`src/rtl/jk_decoder.sv`:
```
// USB full-speed receive front end: J/K line recovery, NRZI decode, bit destuffing and EOP framing.
// Defining JK_DECODER_BUS_RESET_EN adds the SE0 bus-reset detector; otherwise bus_reset is tied 0.
module jk_decoder (
    input  logic clk48,
    input  logic reset,
    input  logic dp,
    input  logic dn,
    output logic bit_out,
    output logic bit_valid,
    output logic active,
    output logic eop,
    output logic rx_error,
    output logic bus_reset
);
    localparam logic [1:0] SymSe0 = 2'b00;
    localparam logic [1:0] SymK   = 2'b01;
    localparam logic [1:0] SymJ   = 2'b10;
    localparam logic [1:0] SymSe1 = 2'b11;

    typedef enum logic [2:0] {StIdle, StSync, StPayload, StEop, StError} state_e;

    state_e     state_q;
    logic [1:0] line;
    logic [1:0] line_q;
    logic [1:0] phase_q;
    logic       prev_j_q;
    logic [2:0] zero_cnt_q;
    logic [2:0] ones_cnt_q;
    logic [2:0] j_cnt_q;
    logic [1:0] se0_cnt_q;
    logic       bit_out_q;
    logic       bit_valid_q;
    logic       active_q;
    logic       eop_q;
    logic       rx_error_q;

    logic sample;
    logic is_j;
    logic is_k;
    logic is_jk;
    logic nrzi_bit;
    logic err_evt;

    assign line     = {dp, dn};
    assign sample   = (phase_q == 2'd2);
    assign is_j     = (line == SymJ);
    assign is_k     = (line == SymK);
    assign is_jk    = is_j | is_k;
    assign nrzi_bit = (is_j == prev_j_q);

    // Every framing, stuffing or line violation funnels through this one event.
    always_comb begin
        err_evt = 1'b0;
        if (sample) begin
            unique case (state_q)
                StIdle:    err_evt = (line == SymSe1);
                StSync:    err_evt = !is_jk || (nrzi_bit && (zero_cnt_q < 3'd5));
                StPayload: err_evt = (line == SymSe1) || (is_jk && (ones_cnt_q == 3'd6) && nrzi_bit);
                StEop:     err_evt = ((line == SymSe0) && (se0_cnt_q == 2'd2)) || is_k ||
                                     (line == SymSe1);
                default:   err_evt = 1'b0;
            endcase
        end
    end

    always_ff @(posedge clk48) begin
        if (reset) begin
            state_q     <= StIdle;
            line_q      <= SymJ;
            phase_q     <= 2'd0;
            prev_j_q    <= 1'b1;
            zero_cnt_q  <= 3'd0;
            ones_cnt_q  <= 3'd0;
            j_cnt_q     <= 3'd0;
            se0_cnt_q   <= 2'd0;
            bit_out_q   <= 1'b0;
            bit_valid_q <= 1'b0;
            active_q    <= 1'b0;
            eop_q       <= 1'b0;
            rx_error_q  <= 1'b0;
        end else begin
            line_q      <= line;
            phase_q     <= (line != line_q) ? 2'd1 : phase_q + 2'd1;
            bit_valid_q <= 1'b0;
            eop_q       <= 1'b0;
            rx_error_q  <= 1'b0;
            if (sample) begin
                if (is_jk) begin
                    prev_j_q <= is_j;
                end
                if (err_evt) begin
                    state_q    <= StError;
                    j_cnt_q    <= 3'd0;
                    rx_error_q <= 1'b1;
                    active_q   <= 1'b0;
                end else begin
                    case (state_q)
                        StIdle: begin
                            if (is_k) begin
                                state_q    <= StSync;
                                zero_cnt_q <= 3'd1;
                            end
                        end
                        StSync: begin
                            if (!nrzi_bit) begin
                                zero_cnt_q <= (zero_cnt_q == 3'd7) ? zero_cnt_q : zero_cnt_q + 3'd1;
                            end else begin
                                state_q    <= StPayload;
                                active_q   <= 1'b1;
                                ones_cnt_q <= 3'd0;
                            end
                        end
                        StPayload: begin
                            if (line == SymSe0) begin
                                state_q   <= StEop;
                                se0_cnt_q <= 2'd1;
                            end else if (ones_cnt_q == 3'd6) begin
                                // Stuffed zero: swallowed without a strobe.
                                ones_cnt_q <= 3'd0;
                            end else begin
                                bit_valid_q <= 1'b1;
                                bit_out_q   <= nrzi_bit;
                                ones_cnt_q  <= nrzi_bit ? ones_cnt_q + 3'd1 : 3'd0;
                            end
                        end
                        StEop: begin
                            if (line == SymSe0) begin
                                se0_cnt_q <= se0_cnt_q + 2'd1;
                            end else begin
                                eop_q    <= 1'b1;
                                active_q <= 1'b0;
                                state_q  <= StIdle;
                            end
                        end
                        StError: begin
                            if (is_j) begin
                                if (j_cnt_q == 3'd7) begin
                                    state_q <= StIdle;
                                end
                                j_cnt_q <= j_cnt_q + 3'd1;
                            end else begin
                                j_cnt_q <= 3'd0;
                            end
                        end
                        default: state_q <= StIdle;
                    endcase
                end
            end
        end
    end

`ifdef JK_DECODER_BUS_RESET_EN
    logic [6:0] se0_run_q;

    // 120 clk48 cycles of SE0 = 2.5 us.
    always_ff @(posedge clk48) begin
        if (reset || (line != SymSe0)) begin
            se0_run_q <= 7'd0;
        end else if (se0_run_q != 7'd120) begin
            se0_run_q <= se0_run_q + 7'd1;
        end
    end

    assign bus_reset = (se0_run_q == 7'd120);
`else
    assign bus_reset = 1'b0;
`endif

    assign bit_out   = bit_out_q;
    assign bit_valid = bit_valid_q;
    assign active    = active_q;
    assign eop       = eop_q;
    assign rx_error  = rx_error_q;

endmodule

```
`config.mk`:
```
export PLATFORM = sky130hd
export DESIGN_NAME = jk_decoder
export DESIGN_NICKNAME = d
export VERILOG_FILES = /design/src/rtl/jk_decoder.sv
export SDC_FILE = /design/constraint.sdc
export NUM_CORES = 1
export LEC_CHECK = 0
export ABC_CLOCK_PERIOD_IN_PS = 2900
export CAP_MARGIN = 20
export CORE_UTILIZATION = 61
export CTS_CLUSTER_SIZE = 8
export DETAILED_ROUTE_END_ITERATION = 6
export PLACE_DENSITY = 0.82
export SYNTH_ARGS = -nofsm -noshare
export SYNTH_HDL_FRONTEND = slang
export SYNTH_SLANG_ARGS = --single-unit
```
`constraint.sdc`:
```
create_clock -name clk48 -period 2.9 [get_ports clk48]
set_input_delay 0.29 -clock clk48 [delete_from_list [all_inputs] [get_ports clk48]]
set_output_delay 0.29 -clock clk48 [all_outputs]
set_load 0.005 [all_outputs]
```
Word-level counts from Yosys, hierarchy flattened
Index checks and enable logic that the tools add are counted.
{"block": "word_totals", "ff_bits": 24, "out_inout_bits": 6, "elab_cells": 114}
{"block": "classes", "addsub": 5, "n_lt_le_gt_ge": 1, "n_eq_ne": 27, "n_mux": 32, "bitwise_logic": 7, "reduce_logical": 28}
{"cell": "3-bit two-way mux", "n": 16}
{"cell": "3-bit != test, second input constant", "n": 6}
{"cell": "3-bit one-hot mux with 5 select lines", "n": 1}
{"cell": "5-bit AND reduction", "n": 3}
{"cell": "2-bit != test, second input constant", "n": 7}
{"cell": "3-bit equality test, second input constant", "n": 4}
{"cell": "3-bit one-hot mux with 2 select lines", "n": 2}
{"cell": "3-bit by 1-bit adder with 3-bit output, second input constant", "n": 3}
{"cell": "2-bit equality test, second input constant", "n": 4}
{"cell": "1-bit two-way mux", "n": 8}
{"cell": "2-bit nonzero test", "n": 4}
{"cell": "7-bit AND reduction", "n": 1}
{"cell": "3-bit by 2-bit equality test with 1-bit output, second input constant", "n": 2}
{"cell": "1-bit inverter", "n": 6}
{"cell": "6-bit AND reduction", "n": 1}
{"cell": "5-bit OR reduction", "n": 1}
{"cell": "2-bit by 1-bit adder with 2-bit output, second input constant", "n": 2}
{"cell": "1-bit logical AND", "n": 4}
{"cell": "1-bit logical OR", "n": 4}
{"cell": "2-bit two-way mux", "n": 2}
{"cell": "1-bit one-hot mux with 4 select lines", "n": 1}
{"cell": "2-bit one-hot mux with 2 select lines", "n": 1}
{"cell": "2-bit AND reduction", "n": 2}
{"cell": "4-bit AND reduction", "n": 1}
{"cell": "other kinds (13)", "n": 14}

Depth between registers and ports, before layout
Gate-level depths: netlist of the first run.
{"block": "logic_depth", "word_depth": 9, "ltp_mapped": 8, "mapped_depth_nobuf": 7}

Least setup slack after synthesis of the first run
No wires, ideal clock.
{"block": "synth_timing", "path_kind": "in2reg", "startpoint": "input port dn", "endpoint": "register ones_cnt_q[1]", "t_arrival_ns": 1.845, "slack_ns": 0.934, "stages": 8, "n_path_buf": 1, "cell_sequence": "inv_1 -> ha_1 -> buf_4 -> xnor2_2 -> a221oi_2 -> nor2_2 -> a211oi_4 -> mux2_4"}
{"block": "synth_between", "elab_chain_cells": 9, "elab_cells_between_ends": 25, "classes_between": "eq/ne (6); mux (6); bitwise (2); reduce/logical (11)"}
{"item": "start, declared", "line": "7", "text": "input logic dn,"}
{"item": "2-bit equality test *", "line": "46", "text": "assign is_j = (line == SymJ);"}
{"item": "net is_j", "line": "38", "text": "logic is_j;"}
{"item": "1-bit OR", "line": "48", "text": "assign is_jk = is_j | is_k;"}
{"item": "1-bit logical AND (2 in series)", "line": "58", "text": "StPayload: err_evt = (line == SymSe1) || (is_jk && (ones_cnt_q == 3'd6) && nrzi_bit);"}
{"item": "1-bit logical OR", "line": "58"}
{"item": "1-bit one-hot mux with 4 select lines", "line": "55", "text": "unique case (state_q)"}
{"item": "1-bit two-way mux", "line": "54", "text": "if (sample) begin"}
{"item": "1-bit inverter (no line)"}
{"item": "5-bit AND reduction (no line)"}
{"item": "end signal, assigned", "line": "123", "text": "ones_cnt_q <= nrzi_bit ? ones_cnt_q + 3'd1 : 3'd0;"}
{"item": "end, declared", "line": "28", "text": "logic [2:0] ones_cnt_q;"}
Mark *: on every way through the listed nets, which the timed path passes. The rest lies on a longest branch. The select of a mux whose other input is x is not followed.
A chain may end at the register's enable or synchronous reset.

Final worst setup path of the first run
Same ends and word-level chain as after synthesis.

==> reports/metrics.cfg, run 1 <==
[clock_network]
clock_sinks = 24
cts_tree = built
cts-root-buf = clkbuf_4
cts_made_buffers = 3
clockBufferDepth = 2
clkTransAtPathRegs_ns = 0.12
holdBufCountCts = 0
cts_resized = 0
clk_latency_ns = 0.32
cts-htree-levels = 1
cts_setup_buffers = 0

[synth]
synth_top_family_by_area = simple AND/OR/NAND/NOR gates
syn_area_per_cell_um2 = 8.798
yosysUniqueCellTypes = 48
synth-simple-area-share = 0.2349
synth_ff_type = dfxtp_1
yosysSeqAreaShare = 0.3456
synth-seq-cells = 24
yosysWarnings = 0
synth_nets = 174
synthCells = 158
synth_compound_area_frac = 0.1935
muxShareOfSynthArea = 0.02520
synth_edf_count = 0
syn_area_um2 = 1390
async_flop_share = 0
synth_xor_area_frac = 0.03060
synthAdderAreaFrac = 0.1080

[placed_design]
gp_congestion = 0.8005
dpl_cell_area_um2 = 1470
place_ws_ns = 0.1855
io_buffer_count = 8
detailed_place_hpwl_mm = 1.939

[global_routing]
grt.overflow.total = 0
grt_usage = 0.2451
busiest_layer = met2
grt_pass1_wl_mm = 4.671
grt_use_met1 = 0.2973
grt_max_degree = 22
grtUsageMet3 = 0.02778
met2_usage = 0.4279
grt_pass1_vias = 1075
antenna_found_initial = 0

[power]
seq_power_share = 0.625
p_sw_w = 0.0001382
p_int_w = 0.0004074
p_total_w = 0.0005456
pwr-share-comb = 0.111
power_switching_share = 0.2534
clockPowerShare = 0.264
p_leak_nw = 0.5495
irDropWorstVdd_mv = 0.2657
powerDensity_nw_per_um2 = 365.5

[routing]
routed-via-count = 1156
ant_nets = 0
drc = 0
drt_wl_total_mm = 2.617
vias_per_cell = 6.116
initialDrtViolationCount = 30
avgRoutedWirePerCell_um = 13.85
drt_first_pass_iters = 4

[flow_run]
cap_violations = 0

[sta]
fin_crit_ns = 2.399
relSlewSlack = 0.5467
report.final.slew_viol_count = 0
finalSetupTns_ns = 0
grt_setup_unrepaired = false
worst_slew_pin_slew_ns = 0.6738
fmax_ghz = 0.4169
hold_viol = 0
setup_violations = 0
min_period_over_period = 0.8272
fin_skew_ns = 0.008485
timing.final.ws_setup_ns = 0.5012

[floorplanning]
core-area_um2 = 2042
start_util = 0.6808
die_w_um = 49.74
rows = 16
fp.dieArea_um2 = 2474
io-pin-count = 10
fp.dieH_um = 49.74

[worst_setup_path]
cp.required_ns = 3.11
path_cells = clkdlybuf4s50_1, inv_1, ha_1, xnor2_2, a221oi_2, nor2_2, a211oi_4, mux2_4
cp_top_family = compound AO/OA/AOI/OAI gates
critPathKind = input pin to register
cp_slowest_cell = clkdlybuf4s50_1
end_kind = register
cp.arrival_ns = 2.61
cp_max_fo = 7
start_kind = input pin
slowest_delay_ns = 0.54
timing.critical_path.buf_inv = 2

[cells_and_area]
area_delta_synth_final_pct = 7.381
layout-drive-gt1-share = 0.08025
nets = 180
num_antenna_cells = 0
design_area_um2 = 1493

[status]
status = completed

[hold_path]
hold_path.class = register to register

## routing by layer
| layer | share of wire | vias up |
|---|---|---|
| li1 | - | 565 |
| met1 | 0.44 | 541 |
| met2 | 0.49 | 40 |
| met3 | 0.044 | 10 |
| met4 | 0.028 | 0 |
| met5 | 0 | - |
## power by group through the flow
stage / combinational (W) / sequential, W / clock, W
CTS: 0.0000602 / 0.000341 / 0.000146
global route: 0.0000678 / 0.000342 / 0.000156
finish: 0.0000606 / 0.000341 / 0.000144
floorplan: 0.0000500 / 0.000344 / 0
global placement: 0.0000578 / 0.000348 / 0
detailed placement: 0.0000596 / 0.000348 / 0
## cells in the mapped netlist (2+ instances only)
master	count	area (um^2)
buf_4	2	15.01
a21o_1	2	15.01
a21oi_1	10	50.05
clkbuf_1	2	7.510
dfxtp_1	24	480.5
a221oi_2	3	45.04
nor2b_1	3	18.77
nand3b_1	2	15.01
nand4_1	2	12.51
ha_1	12	150.1
and3_1	2	12.51
or2_1	2	12.51
xnor2_1	2	17.52
o21ai_0	6	30.03
inv_1	11	41.29
buf_2	3	15.01
nand2b_1	8	50.05
mux2i_1	2	20.02
nor3_1	2	10.01
nand2_1	10	37.54
nand3_1	8	40.04
nor2_1	13	48.80
nor4_1	2	12.51
## flip-flops by register name (all words and copies together), names as in the netlist
| name | count |
|---|---|
| prev_j_q | 1 |
| phase_q | 2 |
| zero_cnt_q | 3 |
| bit_valid | 1 |
| bit_out | 1 |
| rx_error | 1 |
| j_cnt_q | 3 |
| ones_cnt_q | 3 |
| se0_cnt_q | 2 |
| state_q | 3 |
| eop | 1 |
| active | 1 |
| line_q | 2 |
## path summary, 6_finish.rpt
kind / depth (start not counted) / slack [ns] / endpoint / startpoint
max: 8 / 0.50 / ones_cnt_q[1] / dn
min: 1 / 0.46 / phase_q[0] / phase_q[0]
max reg2reg: 5 / 0.69 / ones_cnt_q[1] / state_q[0]
min reg2reg: 1 / 0.46 / phase_q[0] / phase_q[0]
## area by class of cell
type	instances	area (um^2)
Clock buffer	3	22.52
Fill cell	167	549.3
Inverter	11	41.29
Multi-Input combinational cell	115	827.0
Sequential cell	24	480.5
Tap cell	27	33.78
Timing Repair Buffer	9	87.58
## metrics by stage
stage | instances | hold WS [ns] | util
2_1_floorplan | 158 | 0.3938 | -
3_3_place_gp | 186 | 0.4369 | 0.7200
3_5_place_dp | 186 | 0.4429 | 0.7200
4_1_cts | 189 | 0.4608 | 0.7310
5_1_grt | 189 | 0.4759 | 0.7310
6_report | 189 | 0.4584 | 0.7310
## logic make-up (layout without fill, tap and decap cells)
family                   count (synthesis)  count (layout)
adder cells (fa/ha/maj)                 12              12
AND/OR/NAND/NOR                         61              61
multiplexers                             3               3
buffers and inverters                   19              23
other                                    1               1
XOR/XNOR                                 4               4
AO/OA/AOI/OAI                           34              34
flip-flops                              24              24
## placed cells by master (no fill, tap or decap), types with 6 or more instances in the layout
master / n
nand2_1: 10
nor2_1: 13
ha_1: 12
nand3_1: 8
clkdlybuf4s50_1: 8
dfxtp_1: 24
inv_1: 11
a21oi_1: 10
nand2b_1: 8
o21ai_0: 6
Power figures use the tool's default switching activity.
==> run 2, diff against run 1 <==
ABC_CLOCK_PERIOD_IN_PS = 2000   (was 2900)
CORE_UTILIZATION = 52   (was 61)
PLACE_DENSITY = 0.75   (was 0.82)
clock period = 2 ns   (was 2.9 ns; I/O delays follow)
==> reports/metrics.cfg, run 2 (synthesis gave the netlist of run 1 again) <==
[status]
status = completed

[placed_design]
detailed_place_hpwl_mm = 2.261
gp_congestion = 0.9054
io_buffer_count = 8
dpl_cell_area_um2 = 1617
place_ws_ns = -0.4376

[global_routing]
grt_usage = 0.2325
grt_pass1_vias = 1124
grt_pass1_wl_mm = 4.857
grt_max_degree = 21
antenna_found_initial = 0
grt.overflow.total = 0

[flow_run]
cap_violations = 0

[worst_setup_path]
cp_slowest_cell = a2111o_1
cp.required_ns = 2.25
slowest_delay_ns = 0.38
crit_path_frequent_cell = inv_1
path_cells = dlygate4sd2_1, inv_1, buf_4, ha_2, inv_1, o211a_1, or3_1, a2111o_1, a221oi_2
end_kind = register
critPathKind = input pin to register
ff2ff_path_depth = 7
cp_max_fo = 4
cp.arrival_ns = 2.16
rrSetupSlack_ns = 0.09
start_kind = input pin

[clock_network]
clkTransAtPathRegs_ns = 0.14
cts-htree-levels = 1
clock_sinks = 24
holdBufCountCts = 0
cts-root-buf = clkbuf_4
clk_latency_ns = 0.32
clockBufferDepth = 2
cts_tree = built
cts_made_buffers = 3

[hold_path]
hold_path.class = input pin to register
hold_depth = 3

[sta]
fmax_ghz = 0.5213
fin_crit_ns = 1.918
report.final.slew_viol_count = 0
setup_violations = 0
timing.final.ws_setup_ns = 0.08165
hold_viol = 0
fin_skew_ns = 0.005261
whs_ns = 0.2086
min_period_over_period = 0.9592

[floorplanning]
core-area_um2 = 2500
fp.dieArea_um2 = 2884
fp.dieH_um = 53.71
die_w_um = 53.71
rows = 18
start_util = 0.5561
io-pin-count = 10

[cells_and_area]
layout_commonest_cell = buf_4
nets = 202
area_delta_synth_final_pct = 23.49
mostFrequentLayoutCells = buf_4, dfxtp_1, nor2_1
num_antenna_cells = 0
design_area_um2 = 1717
layout-drive-gt1-share = 0.2541

[routing]
avgRoutedWirePerCell_um = 14.86
routed-via-count = 1236
vias_per_cell = 5.749
drc = 0
initialDrtViolationCount = 29
ant_nets = 0
drt_wl_total_mm = 3.194
drt_first_pass_iters = 4

[power]
powerDensity_nw_per_um2 = 518.2
irDropWorstVdd_mv = 0.4421
p_leak_nw = 0.6723

==> run 2: cell count changes in the layout (fill, tap and decap cells not counted), sizes merged <==
| cell | delta |
|---|---|
| buf | +22 |
| clkdlybuf4s50 | -2 |
| clkbuf | +1 |
| dlygate4sd2 | +1 |
| dlymetal6s2s | +1 |
==> run 2: path summary, 6_finish.rpt <==
kind | startpoint | to
worst max-delay path | dp | state_q[0]
worst min-delay path | dn | line_q[0]
worst max register to register | ones_cnt_q[0] | state_q[1]
worst min register to register | phase_q[0] | phase_q[0]
==> run 2: timing repair <==
item,CTS,global route
resized for setup,6,8
buffers inserted,1,2
endpoints found under the setup margin,10,13
pin swaps,2,5
endpoints found under the hold margin,0,0
==> run 2: final cells by class <==
| class | count | area (um^2) |
|---|---|---|
| Timing Repair Buffer | 31 | 254.0 |
| Multi-Input combinational cell | 115 | 863.3 |
| Sequential cell | 24 | 484.2 |
| Fill cell | 207 | 783.3 |
| Inverter | 11 | 41.29 |
| Tap cell | 30 | 37.54 |
| Clock buffer | 4 | 36.28 |
==> run 2: worst max-delay path: cells and delay by family <==
kind | cells | cell delay [ns]
AO/OA/AOI/OAI | 3 | 0.81
buffers and inverters | 4 | 0.63
AND/OR/NAND/NOR | 1 | 0.32
adder cells (fa/ha/maj) | 1 | 0.20
==> run 2: report_power, final <==
group | internal, W | switching, W
clock | 0.000111 | 0.000156
sequential | 0.000485 | 0.00000449
combinational | 0.0000609 | 0.0000713
total | 0.000657 | 0.000232
==> run 2: through the flow <==
step,utilization,instances,TNS [ns],power [W]
CTS,0.6747,213,0,0.0008798
global placement,0.6466,208,-4.152,0.0006149
floorplan,-,158,0,0.0005708
finish,0.6867,215,0,0.0008895
global route,0.6867,215,-0.003115,0.0009193
detailed placement,0.6466,208,-5.537,0.0006187
==> run 2: per-layer routing <==
metal	routed length, um	GRT usage
met3	111	0.02542
met2	1659	0.4136
met4	27	0.08333
met5	0	0
met1	1396	0.2845
